$ cat src/rtl/dlsc_pcie_cmdsplit_be.sv
// dlsc_pcie_cmdsplit_be
//   Splits one byte-granular command (byte address + byte length 1..4096) into
//   DW-aligned PCIe sub-commands. Each chunk carries a DW count plus first/last
//   byte enables. A chunk never exceeds the runtime max payload and never
//   crosses a 4 KB boundary. Optionally, chunks are aligned to max payload
//   boundaries.
//
// Ports:
//   clk, rst         clock, synchronous active-high reset
//   in_*             command handshake (ready/valid), addr, len, align, meta
//   max_size         runtime max payload code (0=128 .. 5+=4096 bytes)
//   out_*            chunk handshake (ready/valid), DW-aligned addr, DW length
//                    (minus OUT_SUB), first/last byte enables, meta, last flag
module dlsc_pcie_cmdsplit_be #(
  parameter int ADDR     = 32,
  parameter int LEN      = 10,
  parameter int OUT_SUB  = 0,
  parameter int MAX_SIZE = 512,
  parameter int META     = 1,
  parameter int REGISTER = 1
) (
  input  logic            clk,
  input  logic            rst,

  output logic            in_ready,
  input  logic            in_valid,
  input  logic [ADDR-1:0] in_addr,
  input  logic [12:0]     in_len,
  input  logic            in_align,
  input  logic [META-1:0] in_meta,

  input  logic [2:0]      max_size,

  input  logic            out_ready,
  output logic            out_valid,
  output logic [ADDR-1:0] out_addr,
  output logic [LEN-1:0]  out_len,
  output logic [3:0]      out_first_be,
  output logic [3:0]      out_last_be,
  output logic [META-1:0] out_meta,
  output logic            out_last
);

  localparam int          DWA    = ADDR - 2;
  localparam logic [10:0] CAP_DW = 11'(MAX_SIZE / 4);

  typedef enum logic {S_IDLE, S_SPLIT} state_t;

  state_t state, state_nxt;

  // ---------------------------------------------------------------------------
  // Effective payload limit in DWs (one cycle behind max_size)
  // ---------------------------------------------------------------------------
  logic [10:0] dec_dw;
  logic [10:0] max_lim_dw;

  // NOTE: every signal written in an always_comb gets a value on every path
  // (default or full case); a missing path would infer a latch.
  always_comb begin
    case (max_size)
      3'd0:    dec_dw = 11'd32;
      3'd1:    dec_dw = 11'd64;
      3'd2:    dec_dw = 11'd128;
      3'd3:    dec_dw = 11'd256;
      3'd4:    dec_dw = 11'd512;
      default: dec_dw = 11'd1024;
    endcase
  end

  // NOTE: clocked state uses non-blocking assignments so every register
  // samples pre-edge values, independent of statement order.
  always_ff @(posedge clk) begin
    if (rst) begin
      max_lim_dw <= 11'd32;
    end else begin
      max_lim_dw <= (dec_dw < CAP_DW) ? dec_dw : CAP_DW;
    end
  end

  // ---------------------------------------------------------------------------
  // Split state
  // ---------------------------------------------------------------------------
  logic [DWA-1:0]  dw_addr;
  logic [10:0]     rem_dw;
  logic [1:0]      start_off;
  logic [1:0]      end_off;
  logic            align_r;
  logic            first_r;
  logic [META-1:0] meta_r;

  // Offset of the final byte relative to the DW-aligned start (max 4098).
  logic [12:0] end_byte;
  assign end_byte = 13'(in_addr[1:0]) + in_len - 13'd1;

  logic accept;
  logic advance;
  assign accept   = in_valid && in_ready;
  assign in_ready = (state == S_IDLE);

  // ---------------------------------------------------------------------------
  // Current chunk
  // ---------------------------------------------------------------------------
  logic [10:0] to4k;
  logic [10:0] lim;
  logic [10:0] chunk;
  logic        chunk_last;
  logic [3:0]  fmask;
  logic [3:0]  lmask;
  logic [3:0]  c_first_be;
  logic [3:0]  c_last_be;
  logic [LEN-1:0] c_len;

  assign to4k = 11'd1024 - {1'b0, dw_addr[9:0]};
  // With alignment, the limit shrinks to reach the next max-size boundary;
  // once aligned, the subtracted term is zero and chunks are full size.
  assign lim  = align_r ? (max_lim_dw - ({1'b0, dw_addr[9:0]} & (max_lim_dw - 11'd1)))
                        : max_lim_dw;

  always_comb begin
    chunk = rem_dw;
    if (lim < chunk)  chunk = lim;
    if (to4k < chunk) chunk = to4k;
  end

  assign chunk_last = (chunk == rem_dw);
  assign c_len      = LEN'(chunk - 11'(OUT_SUB));

  always_comb begin
    fmask = first_r    ? (4'hF << start_off)         : 4'hF;
    lmask = chunk_last ? (4'hF >> (2'd3 - end_off))  : 4'hF;
    // PCIe encodes a single-DW transfer entirely in first_be.
    if (chunk == 11'd1) begin
      c_first_be = fmask & lmask;
      c_last_be  = 4'h0;
    end else begin
      c_first_be = fmask;
      c_last_be  = lmask;
    end
  end

  // ---------------------------------------------------------------------------
  // Control FSM
  // ---------------------------------------------------------------------------
  always_comb begin
    state_nxt = state;
    case (state)
      S_IDLE:  if (in_valid)              state_nxt = S_SPLIT;
      S_SPLIT: if (advance && chunk_last) state_nxt = S_IDLE;
      default:                            state_nxt = S_IDLE;
    endcase
  end

  // NOTE: the split datapath is reset along with control so a reset mid-command
  // leaves nothing that could be mistaken for a pending chunk.
  always_ff @(posedge clk) begin
    if (rst) begin
      state     <= S_IDLE;
      dw_addr   <= '0;
      rem_dw    <= '0;
      start_off <= '0;
      end_off   <= '0;
      align_r   <= 1'b0;
      first_r   <= 1'b0;
      meta_r    <= '0;
    end else begin
      state <= state_nxt;
      if (accept) begin
        dw_addr   <= in_addr[ADDR-1:2];
        rem_dw    <= end_byte[12:2] + 11'd1;
        start_off <= in_addr[1:0];
        end_off   <= end_byte[1:0];
        align_r   <= in_align;
        first_r   <= 1'b1;
        meta_r    <= in_meta;
      end else if (advance) begin
        dw_addr   <= dw_addr + DWA'(chunk);
        rem_dw    <= rem_dw - chunk;
        first_r   <= 1'b0;
      end
    end
  end

  // ---------------------------------------------------------------------------
  // Output stage
  // ---------------------------------------------------------------------------
  if (REGISTER != 0) begin : g_reg
    // The register refills whenever it is empty or being drained this cycle.
    assign advance = (state == S_SPLIT) && (!out_valid || out_ready);

    always_ff @(posedge clk) begin
      if (rst) begin
        out_valid    <= 1'b0;
        out_addr     <= '0;
        out_len      <= '0;
        out_first_be <= 4'h0;
        out_last_be  <= 4'h0;
        out_meta     <= '0;
        out_last     <= 1'b0;
      end else if (advance) begin
        out_valid    <= 1'b1;
        out_addr     <= {dw_addr, 2'b00};
        out_len      <= c_len;
        out_first_be <= c_first_be;
        out_last_be  <= c_last_be;
        out_meta     <= meta_r;
        out_last     <= chunk_last;
      end else if (out_ready) begin
        out_valid    <= 1'b0;
      end
    end
  end else begin : g_comb
    assign advance = (state == S_SPLIT) && out_ready;

    // Outputs are forced to zero while idle so nothing stale is visible.
    always_comb begin
      out_valid    = 1'b0;
      out_addr     = '0;
      out_len      = '0;
      out_first_be = 4'h0;
      out_last_be  = 4'h0;
      out_meta     = '0;
      out_last     = 1'b0;
      if (state == S_SPLIT) begin
        out_valid    = 1'b1;
        out_addr     = {dw_addr, 2'b00};
        out_len      = c_len;
        out_first_be = c_first_be;
        out_last_be  = c_last_be;
        out_meta     = meta_r;
        out_last     = chunk_last;
      end
    end
  end

endmodule

$ cat config.mk
export PLATFORM = sky130hd
export DESIGN_NAME = dlsc_pcie_cmdsplit_be
export DESIGN_NICKNAME = d
export VERILOG_FILES = /design/src/rtl/dlsc_pcie_cmdsplit_be.sv
export SDC_FILE = /design/constraint.sdc
export NUM_CORES = 1
export LEC_CHECK = 0
export CAP_MARGIN = 10
export CORE_MARGIN = 4
export CORE_UTILIZATION = 50
export CTS_CLUSTER_DIAMETER = 100
export DETAILED_ROUTE_END_ITERATION = 7
export PLACE_DENSITY_LB_ADDON = 0.3
export SLEW_MARGIN = 20
export SYNTH_ARGS = -nofsm -noshare
export SYNTH_HDL_FRONTEND = slang
export SYNTH_SLANG_ARGS = --single-unit
$ cat constraint.sdc
create_clock -name clk -period 7.6 [get_ports clk]
set_input_delay 1.14 -clock clk [delete_from_list [all_inputs] [get_ports clk]]
set_output_delay 1.14 -clock clk [all_outputs]
set_load 0.01 [all_outputs]
==> results of run 1 <==
## kinds of logic (layout without fill, tap and decap cells)
logic type | count (synthesis) | after routing
multiplexers | 15 | 15
XOR/XNOR | 61 | 61
adder cells (fa/ha/maj) | 61 | 61
AO/OA/AOI/OAI | 248 | 248
AND/OR/NAND/NOR | 328 | 328
flip-flops | 106 | 106
other | 1 | 5
buffers and inverters | 121 | 218
## power by group
part	internal (mW)	switching (mW)	total, mW
registers	0.647	0.0955	0.743
clock network	0.232	0.233	0.465
logic	1.44	1.92	3.36
total	2.32	2.24	4.57
## routing by layer
layer,up-vias,part of all wire,global-route usage
met5,-,0,0
met4,0,0.016,0.06242
met3,27,0.058,0.03458
met2,221,0.46,0.3768
met1,3194,0.47,0.3428
li1,3484,-,-
## timing repair
action                                  CTS  global route
resized for setup                         0            19
endpoints found under the setup margin    0            25
hold buffers                              0             0
setup buffers                             0             4
## area by class of cell
cell class	count	area [µm²]	share of cell area
tap	180	225.2	0.02541
timing repair buffer	137	1286	0.1451
sequential	106	2126	0.2398
clock buffer	9	225.2	0.02541
multi-input combinational	718	4687	0.5288
inverter	65	244.0	0.02753
clock inverter	7	70.07	0.007905
## cell usage after synthesis (6+ instances only)
cell type    n
inv_1       64
buf_1        9
clkbuf_1    37
ha_1        56
o31ai_1      6
nand2_1    142
xor2_1      28
a311oi_1    10
nand2b_1     7
xnor2_1     32
a2111oi_0    6
or4_1       11
o21ai_0     39
nor3_1      22
a21o_1      12
a21oi_1    109
nor2_1      71
dfxtp_1    106
nand3_1     24
a211oi_1    14
and3_1       7
nand4_1     12
mux2i_1      9
## worst min path at each step
stage                                    from                   endpoint  cells past startpoint  slack [ns]
floorplan                 meta_r$_SDFFE_PP0P_      out_meta$_SDFFE_PP0P_                      2        0.43
global placement     out_addr[5]$_SDFFE_PP0P_   out_addr[5]$_SDFFE_PP0P_                      2        0.44
detailed placement    out_len[7]$_SDFFE_PP0P_    out_len[7]$_SDFFE_PP0P_                      2        0.45
CTS                   out_len[7]$_SDFFE_PP0P_    out_len[7]$_SDFFE_PP0P_                      2        0.46
global route         out_addr[5]$_SDFFE_PP0P_   out_addr[5]$_SDFFE_PP0P_                      2        0.48
finish              out_addr[29]$_SDFFE_PP0P_  out_addr[29]$_SDFFE_PP0P_                      2        0.46
## worst max-delay path, delay by kind of cell, from the launching register on
family          cells  cell delay (ns)
compound gates     12             2.31
xor+xnor            2             0.32
fa+ha+maj           8             2.01
buf+inv             4             0.40
flops               1             0.37
mux                 1             0.36
simple gates        9             1.40
## state kept, by name, indices dropped and copies added (netlist names)
signal	cells
dw_addr	30
out_addr	30
rem_dw	11
out_len	10
max_lim_dw	6
out_first_be	4
out_last_be	4
end_off	2
start_off	2
align_r	1
first_r	1
meta_r	1
out_last	1
out_meta	1
out_valid	1
state	1
## metrics by stage
step                instance area [µm²]  utilization  setup WS [ns]  cells
floorplan                          7259            -        0.04446    945
global placement                   8484       0.6065         0.2342   1202
detailed placement                 8484       0.6065       0.001823   1202
CTS                                8780       0.6276       0.002566   1218
global route                       8864       0.6336       -0.04635   1222
finish                             8864       0.6336         0.3389   1222
==> results.md, run 1 <==
* Status: finished, final reports clean
* CTS max path bufs at 2
* CP endpoint kind: flip-flop
* DRC at 0
* Vias per inst at 5.668
* CORE AREA at 13990 µm²
* Post-synth top flop: dfxtp_1
* R2R Setup Slk at 0.34 ns
* Worst Reg-to-Reg Cells at 36
* Post-synth EDFFs at 0
* Synth top area share at 0.2946
* Clock Latency Late Sink at about 0.36 ns
* Worst rel slew slack at 0.2607
* Fin nets at 1150
* Worst hold path type: flip-flop to flip-flop
* Tightest Pin Transition at ~1.1 ns
* CTS tree: built
* Simple-Gate Fraction of Synth Area at 0.2121
* Top cells by area, synth: dfxtp_1 (29%), ha_1 (9.7%), a21oi_1 (7.6%)
* Htree depth at 3
* Iter 0 DRT Violations at 476
* Num CTS Buffers at 9
* GR Overflow Total at 0
* Final setup fails at 0
* Worst Path Arrival at 7.53 ns
* Post-DP HPWL at 14720 µm
* Largest net degree at the start of global routing at a little over 80
* Max incr delay on CP at 0.43 ns
* Width of the chip at roughly 130 µm
* Required time of the critical path at a little under 8 ns
* Antenna viol nets, final at 0
* First-pass DRT Iterations at 5
* Top cell by count, worst path: ha_1
* Average routed wire per standard cell at ~17 µm
* Top cell type by total area after synthesis: dfxtp_1
* Clk pin slew, worst setup/hold paths at 0.08 ns
* Synth warnings at 0
* Syn Area/Cell at 7.653 µm²
* Final min period at 7.261 ns
* Netlist Area Pre-Place at 7202 µm²
* Worst r2r src: max_lim_dw[6]$_SDFF_PP0_
* FP Rows at 43
* Type of origin of the critical path: flip-flop
* Final wirelength at about 20000 µm
* Port bufs at 105
* Maxcap violations at 0
* CTS sink count at around 110
* Mapped Cells at about 940
* Number of global-route vias before repair at roughly 6300
* Post-synthesis compound-gate area fraction at 0.2156
* Clock Root Buffer: clkbuf_16
* Clock skew at 0.008069 ns
* Layout area overhead at 23.07%
* #FFs+latches synth at 106
* Reg2reg end: dw_addr[20]$_SDFFE_PP0P_
* Adder-cell area share of the yosys netlist at 0.1086
* Crit path launch: max_lim_dw[6]$_SDFF_PP0_
* Final Max Slew Viols at 0
* Die Y at 128.0 µm
* Hold slack at between 0.4 and 0.5 ns
* Ys async rst share at 0
* Final worst path period share at 0.9554
* Synth cell types at between 70 and 80
* Die area at approximately 16000 µm²
* CP max-delay cell: or4_1
* Commonest non-fill, non-tap cell in the layout: nand2_1
* XOR/XNOR share of the synthesized area at 0.07679
* Critical path class: flip-flop to flip-flop
* Global-route wire length before repair at 31950 µm
* Sequential share of the synthesized area at 0.2946
* GP Congestion at 0.9182
* PwrDens at around 520 nW/µm²
* Fmax at 0.1377 GHz
* Worst setup path end: dw_addr[20]$_SDFFE_PP0P_
* Largest family of logic cells by synthesized area: compound AO/OA/AOI/OAI gates
* Most frequent cells in the layout: nand2_1 (140), a21oi_1 (107), dfxtp_1 (105), clkdlybuf4s50_1 (104), nor2_1 (70)
* # diodes at 0
* Worst Path Max Fanout at 14
* Initial Utilization at 0.5148
* Fraction of layout cells with a size suffix above 1 at 0.08541
* Overall Power at 4.565 mW
* Gr usage total at 0.2390
* Initial antenna violation count at 0
* Layout fillers at 1275
* Setup TNS at 0 ns
* Peak VDD IR at about 250 µV
* Mux cell area share after synthesis at 0.02380
* Final hold vios at 0
* Vias at 6926
* I/O Pins at 108
* Leak pwr at 3.495 nW
No activity file was read; power rests on OpenSTA's default activity.
==> inputs of run 2 (changes only) <==
--- a/config.mk
+++ b/config.mk
@@ -10,7 +10,7 @@
 export CORE_UTILIZATION = 50
 export CTS_CLUSTER_DIAMETER = 100
 export DETAILED_ROUTE_END_ITERATION = 7
-export PLACE_DENSITY_LB_ADDON = 0.3
+export PLACE_DENSITY = 0.9
 export SLEW_MARGIN = 20
 export SYNTH_ARGS = -nofsm -noshare
 export SYNTH_HDL_FRONTEND = slang
==> results.md, run 2 (synthesis gave the netlist of run 1 again) <==
* Status: finished, final reports clean (unchanged)
* Placement Cell Area at 8462 µm² (was 8484 µm²)
* Setup TNS at 0 ns (unchanged)
* CP max-delay cell: dfxtp_2 (was or4_1)
* Critical path class: flip-flop to flip-flop (unchanged)
* Overall Power at 4.724 mW (was 4.565 mW)
* Tightest Pin Transition at 0.9963 ns (was 1.105 ns)
* FP Rows at 43 (unchanged)
* Post-layout util at 0.6421 (was 0.6336)
* Clock Latency Late Sink at 0.36 ns (about the same)
* Type of origin of the critical path: flip-flop (unchanged)
* Initial antenna violation count at 1 (was 0)
* Gr busiest metal: met2 (unchanged)
* Reg2reg end: dw_addr[20]$_SDFFE_PP0P_ (unchanged)
* Gr usage total at 0.2444 (was 0.2390)
* Vias at 7155 (was 6926)
* Worst Path Arrival at 7.57 ns (was 7.53 ns)
* Antenna viol nets, final at 0 (unchanged)
* Required time of the critical path at 7.87 ns (about the same)
* Most frequent cells in the layout: nand2_1 (140), dfxtp_1 (105), a21oi_1 (104), clkdlybuf4s50_1 (104), nor2_1 (70) (was nand2_1 (140), a21oi_1 (107), dfxtp_1 (105), clkdlybuf4s50_1 (104), nor2_1 (70))
* CTS sink count at 106 (unchanged)
* # diodes at 0 (unchanged)
* Clk pin slew, worst setup/hold paths at 0.08 ns (about the same)
* Htree depth at 3 (unchanged)
* Width of the chip at 128.0 µm (unchanged)
* CP endpoint kind: flip-flop (unchanged)
* Worst rel slew slack at 0.3328 (was 0.2607)
* Average routed wire per standard cell at 16.84 µm (was 16.53 µm)
* Crit path launch: max_lim_dw[6]$_SDFF_PP0_ (unchanged)
* Layout area overhead at 24.72% (was 23.07%)
* Iter 0 DRT Violations at 726 (was 476)
* Layout fillers at 1167 (was 1275)
* Final worst path period share at 0.9612 (was 0.9554)
* Global-route wire length before repair at 32710 µm (was 31950 µm)
* Maxcap violations at 0 (unchanged)
* Vias per inst at 5.836 (was 5.668)
* CTS max path bufs at 2 (unchanged)
* Fmax at 0.1369 GHz (was 0.1377 GHz)
* Leak pwr at 3.542 nW (was 3.495 nW)
* Number of global-route vias before repair at 6700 (was 6322)
* Worst r2r src: max_lim_dw[6]$_SDFF_PP0_ (unchanged)
* Worst Reg-to-Reg Cells at 35 (was 36)
* WP buf/inv at 4 (unchanged)
* Final Max Slew Viols at 0 (unchanged)
* Die area at 16390 µm² (unchanged)
* Final min period at 7.305 ns (was 7.261 ns)
* Stages on the worst setup path at 35 (was 36)
* Worst Path Max Fanout at 11 (was 14)
* Final setup fails at 0 (unchanged)
* Peak VDD IR at 328.3 µV (was 250.1 µV)
* CTS tree: built (unchanged)
* # hold bufs at CTS at 0 (unchanged)
* Grt met3 use at 0.05333 (was 0.03458)
* Worst path top cell family by delay: compound AO/OA/AOI/OAI gates (unchanged)
* DRC at 0 (unchanged)
* Final Cell Area at 8982 µm² (was 8864 µm²)
* Fin nets at 1154 (was 1150)
* Placed cell count at 1199 (was 1202)
* Final hold vios at 0 (unchanged)
* First-pass DRT Iterations at 5 (unchanged)
* Layout Cells excl Fill at 1226 (was 1222)
* PwrDens at 525.9 nW/µm² (was 515.0 nW/µm²)
* R2R Setup Slk at 0.30 ns (was 0.34 ns)
* Clock Root Buffer: clkbuf_16 (unchanged)
* Num CTS Buffers at 9 (unchanged)
* Worst setup path end: dw_addr[20]$_SDFFE_PP0P_ (unchanged)
* Post-DP HPWL at 14430 µm (was 14720 µm)
* CORE AREA at 13990 µm² (unchanged)
* Max incr delay on CP at 0.41 ns (was 0.43 ns)
* Initial Utilization at 0.5148 (unchanged)
* Worst hold path type: flip-flop to flip-flop (unchanged)
* Commonest non-fill, non-tap cell in the layout: nand2_1 (unchanged)
* GR Overflow Total at 0 (unchanged)
* Met2 usage at 0.3946 (was 0.3768)
* Largest net degree at the start of global routing at 83 (was 82)
* I/O Pins at 108 (unchanged)
* Biggest regs: dw_addr (30), out_addr (30), rem_dw (11) (unchanged)
* Fraction of layout cells with a size suffix above 1 at 0.09465 (was 0.08541)
* Final wirelength at 20650 µm (was 20200 µm)
* Grt met1 use at 0.3209 (was 0.3428)
* Die Y at 128.0 µm (unchanged)
* Port bufs at 105 (unchanged)
* Clock skew at 0.009507 ns (was 0.008069 ns)
* GP Congestion at 0.9304 (was 0.9182)
run 2: through the flow:
stage | hold slack, ns | setup slack, ns
2_1_floorplan | 0.4321 | 0.04446
3_3_place_gp | 0.4367 | 0.2499
3_5_place_dp | 0.4466 | 0.01225
4_1_cts | 0.4564 | 0.01613
5_1_grt | 0.4760 | -0.1242
6_report | 0.4564 | 0.2953
run 2: timing repair:
| item | CTS | global route |
|---|---|---|
| pin swaps | 0 | 14 |
| cloned | 0 | 1 |
| setup endpoints to repair | 5 | 30 |
| hold endpoints to repair | 0 | 0 |
| setup buffers | 0 | 10 |
| gates resized for setup | 5 | 27 |
run 2: worst reg2reg max path, delay by kind of cell (launching register included):
family,cells,cell delay (ns)
AOI/OAI and AO/OA,17,3.02
xor gates and xnor gates,1,0.09
adders and majority gates,7,1.98
buffers and inverters,4,0.37
DFF,1,0.41
muxes,3,0.77
and+or+nand+nor,3,0.61
run 2: metal layers:
layer / up-vias / share of wire
met5: - / 0.00092
met1: 3312 / 0.44
met3: 48 / 0.072
met2: 303 / 0.47
met4: 2 / 0.025
li1: 3490 / -
run 2: worst min path at each step:
stage | start | to | slack (ns) | depth (start not counted)
2_1_floorplan | meta_r$_SDFFE_PP0P_ | out_meta$_SDFFE_PP0P_ | 0.43 | 2
3_3_place_gp | meta_r$_SDFFE_PP0P_ | out_meta$_SDFFE_PP0P_ | 0.44 | 2
3_5_place_dp | out_addr[6]$_SDFFE_PP0P_ | out_addr[6]$_SDFFE_PP0P_ | 0.45 | 2
4_1_cts | out_addr[6]$_SDFFE_PP0P_ | out_addr[6]$_SDFFE_PP0P_ | 0.46 | 2
5_1_grt | out_addr[4]$_SDFFE_PP0P_ | out_addr[4]$_SDFFE_PP0P_ | 0.48 | 2
6_report | out_addr[13]$_SDFFE_PP0P_ | out_addr[13]$_SDFFE_PP0P_ | 0.46 | 2
run 2: final cells by class:
type / instances / area (µm²) / share of cell area
multi-input cells: 719 / 4767 / 0.5307
well taps: 180 / 225.2 / 0.02507
inverters: 65 / 244.0 / 0.02716
flip-flops and latches: 106 / 2123 / 0.2364
clock inverters: 6 / 81.33 / 0.009054
clock buffers: 10 / 229.0 / 0.02549
repair buffers: 140 / 1313 / 0.1461
run 2: where the power goes:
group	switching [mW]	total [mW]	internal, mW	leakage (nW)
registers	0.100	0.748	0.648	0.873
logic	1.99	3.48	1.50	2.52
clock network	0.229	0.492	0.263	0.151
==> inputs of run 3 (changes only) <==
--- a/config.mk
+++ b/config.mk
@@ -6,11 +6,12 @@
 export NUM_CORES = 1
 export LEC_CHECK = 0
 export CAP_MARGIN = 10
-export CORE_MARGIN = 4
+export CORE_MARGIN = 10
 export CORE_UTILIZATION = 50
 export CTS_CLUSTER_DIAMETER = 100
 export DETAILED_ROUTE_END_ITERATION = 7
 export PLACE_DENSITY = 0.9
+export REMOVE_ABC_BUFFERS = 1
 export SLEW_MARGIN = 20
 export SYNTH_ARGS = -nofsm -noshare
 export SYNTH_HDL_FRONTEND = slang
==> results.md, run 3 (synthesis gave the netlist of run 1 again) <==
* GR Overflow Total at 0 (unchanged)
* Final min period at 7.359 ns (was 7.305 ns)
* End of the worst hold path: out_addr[24]$_SDFFE_PP0P_ (was out_addr[13]$_SDFFE_PP0P_)
* PwrDens at 534.1 nW/µm² (was 525.9 nW/µm²)
* Final setup fails at 0 (unchanged)
* Sequential Power Share at 0.154 (was 0.158)
* Clk pin slew, worst setup/hold paths at 0.08 ns (about the same)
* Worst Path Max Fanout at 9 (was 11)
* Worst Hold Depth at 2 (unchanged)
* Peak VDD IR at 360.6 µV (was 328.3 µV)
* Vias at 7193 (was 7155)
* Htree depth at 3 (unchanged)
* Net Sw Frac at 0.4832 (was 0.4901)
* Final hold vios at 0 (unchanged)
* Layout Cells excl Fill at 1233 (was 1226)
* Gr usage total at 0.1987 (was 0.2444)
* First-pass DRT Iterations at 7 (was 5)
* Port bufs at 105 (unchanged)
* GP Congestion at 0.9598 (was 0.9304)
* Min-delay src: out_addr[24]$_SDFFE_PP0P_ (was out_addr[13]$_SDFFE_PP0P_)
* Maxcap violations at 0 (unchanged)
* Initial antenna violation count at 0 (was 1)
* NetSw at 2.317 mW (was 2.315 mW)
* Fin nets at 1161 (was 1154)
* Clock Latency Late Sink at 0.36 ns (about the same)
* R2R Setup Slk at 0.24 ns (was 0.30 ns)
* Reg2reg end: dw_addr[22]$_SDFFE_PP0P_ (was dw_addr[20]$_SDFFE_PP0P_)
* Status: finished, final reports clean (unchanged)
* CORE AREA at 13990 µm² (unchanged)
* Iter 0 DRT Violations at 644 (was 726)
* Final Max Slew Viols at 0 (unchanged)
* Final worst path period share at 0.9683 (was 0.9612)
* Most frequent cells in the layout: nand2_1 (140), dfxtp_1 (106), clkdlybuf4s50_1 (104), a21oi_1 (102), nor2_1 (71) (was nand2_1 (140), dfxtp_1 (105), a21oi_1 (104), clkdlybuf4s50_1 (104), nor2_1 (70))
* Critical path class: flip-flop to flip-flop (unchanged)
* Max incr delay on CP at 0.39 ns (was 0.41 ns)
* Clock network power share at 0.097 (was 0.104)
* Placement Cell Area at 8537 µm² (was 8462 µm²)
* CTS tree: built (unchanged)
* Post-DP HPWL at 14350 µm (was 14430 µm)
* Crit path launch: max_lim_dw[5]$_SDFF_PP1_ (was max_lim_dw[6]$_SDFF_PP0_)
* FP Rows at 43 (unchanged)
* Top cell by count, worst path: o21ai_2
* Final wirelength at 20700 µm (was 20650 µm)
* Die area at 19600 µm² (was 16390 µm²)
* CTS max path bufs at 2 (unchanged)
* WP buf/inv at 4 (unchanged)
* Die Y at 140.0 µm (was 128.0 µm)
* Worst hold path type: flip-flop to flip-flop (unchanged)
* Required time of the critical path at 7.86 ns (was 7.87 ns)
* Worst rel slew slack at 0.4178 (was 0.3328)
* # hold bufs at CTS at 0 (unchanged)
* Biggest regs: dw_addr (30), out_addr (30), rem_dw (11) (unchanged)
* Worst path top cell family by delay: compound AO/OA/AOI/OAI gates (unchanged)
* CP max-delay cell: or3_1 (was dfxtp_2)
* Largest net degree at the start of global routing at 83 (unchanged)
* Commonest non-fill, non-tap cell in the layout: nand2_1 (unchanged)
* Worst r2r src: max_lim_dw[5]$_SDFF_PP1_ (was max_lim_dw[6]$_SDFF_PP0_)
* Clock skew at 0.01256 ns (was 0.009507 ns)
* I/O Pins at 108 (unchanged)
* Tightest Pin Transition at 0.8733 ns (was 0.9963 ns)
* Type of origin of the critical path: flip-flop (unchanged)
* Worst Path Arrival at 7.62 ns (was 7.57 ns)
* Logic pwr share at 0.749 (was 0.737)
* Initial Utilization at 0.5148 (unchanged)
* Final Cell Area at 8977 µm² (was 8982 µm²)
* Clock Root Buffer: clkbuf_16 (unchanged)
* CTS sink count at 106 (unchanged)
* Num CTS Buffers at 9 (unchanged)
* Average routed wire per standard cell at 16.79 µm (was 16.84 µm)
* Placed cell count at 1212 (was 1199)
* Number of global-route vias before repair at 6736 (was 6700)
* Hold slack at 0.4536 ns (was 0.4564 ns)
* Leak pwr at 3.542 nW (about the same)
* Vias per inst at 5.834 (was 5.836)
* # diodes at 0 (unchanged)
* Antenna viol nets, final at 0 (unchanged)
* Width of the chip at 140.0 µm (was 128.0 µm)
* Global-route wire length before repair at 33170 µm (was 32710 µm)
* CP endpoint kind: flip-flop (unchanged)
* Layout area overhead at 24.65% (was 24.72%)
* Fraction of layout cells with a size suffix above 1 at 0.1026 (was 0.09465)
* DRC at 0 (unchanged)
* RSZ-0062 raised after global routing: yes
* Worst Reg-to-Reg Cells at 33 (was 35)
* Fmax at 0.1359 GHz (was 0.1369 GHz)
* Internal at 2.478 mW (was 2.409 mW)
==> run 3: changes by cell type in the layout (fill, tap and decap cells not counted), moves of 2 or more <==
cell and delta:
a21oi_1 -2, inv_6 -3, buf_4 +8, o21ai_1 -2, a21oi_2 +2, a21boi_2 +2, inv_8 +2, clkinv_4 +3
o21ai_2 +3, a21boi_1 -3
==> run 3: layout make-up <==
cell class              count  area, µm²
flip-flops and latches    106       2122
inverters                  65      244.0
clock buffers              10      229.0
multi-input cells         719       4738
fillers                  1172       5011
repair buffers            147       1361
well taps                 180      225.2
clock inverters             6      57.56
==> run 3: tightest hold or removal path, stage by stage (launching register included) <==
cell and delay [ns]:
dfxtp_1 0.31, nand2_1 0.05, a21oi_1 0.05
==> run 3: repair_timing <==
| action | CTS | global route |
|---|---|---|
| setup buffers | 0 | 4 |
| pin swaps | 1 | 13 |
| gates cloned | 0 | 1 |
| endpoints found under the setup margin | 10 | 23 |
| resized for setup | 5 | 31 |
==> run 3: layer usage <==
metal	vias up	part of all wire	GRT usage
li1	3519	-	-
met1	3364	0.42	0.2440
met2	260	0.48	0.3427
met3	50	0.062	0.03651
met4	0	0.030	0.06141
met5	-	0	0
==> run 3: through the flow <==
step                total power, mW    util  TNS [ns]  setup slack [ns]
finish                        4.795  0.6418         0            0.2409
global route                  5.196  0.6418   -0.5593           -0.1132
CTS                           4.544  0.6317         0          0.008000
detailed placement            4.043  0.6103    -1.140           -0.1991
global placement              3.952  0.6103         0            0.1760
floorplan                     3.076       -    -5.180           -0.6365
==> run 3: power groups by stage <==
stage | logic [mW] | clock network [mW] | registers, mW
after floorplan | 2.31 | 0 | 0.769
after global placement | 3.21 | 0 | 0.743
after detailed placement | 3.30 | 0 | 0.747
after CTS | 3.34 | 0.467 | 0.736
after global routing | 3.95 | 0.492 | 0.752
final | 3.59 | 0.463 | 0.738
==> run 3: worst max path at each step <==
stage                     cells after the start                        to
final                                        33  dw_addr[22]$_SDFFE_PP0P_
after global routing                         36  dw_addr[20]$_SDFFE_PP0P_
after CTS                                    35  dw_addr[22]$_SDFFE_PP0P_
after detailed placement                     34  dw_addr[22]$_SDFFE_PP0P_
after global placement                       34  dw_addr[28]$_SDFFE_PP0P_
after floorplan                              34  dw_addr[20]$_SDFFE_PP0P_
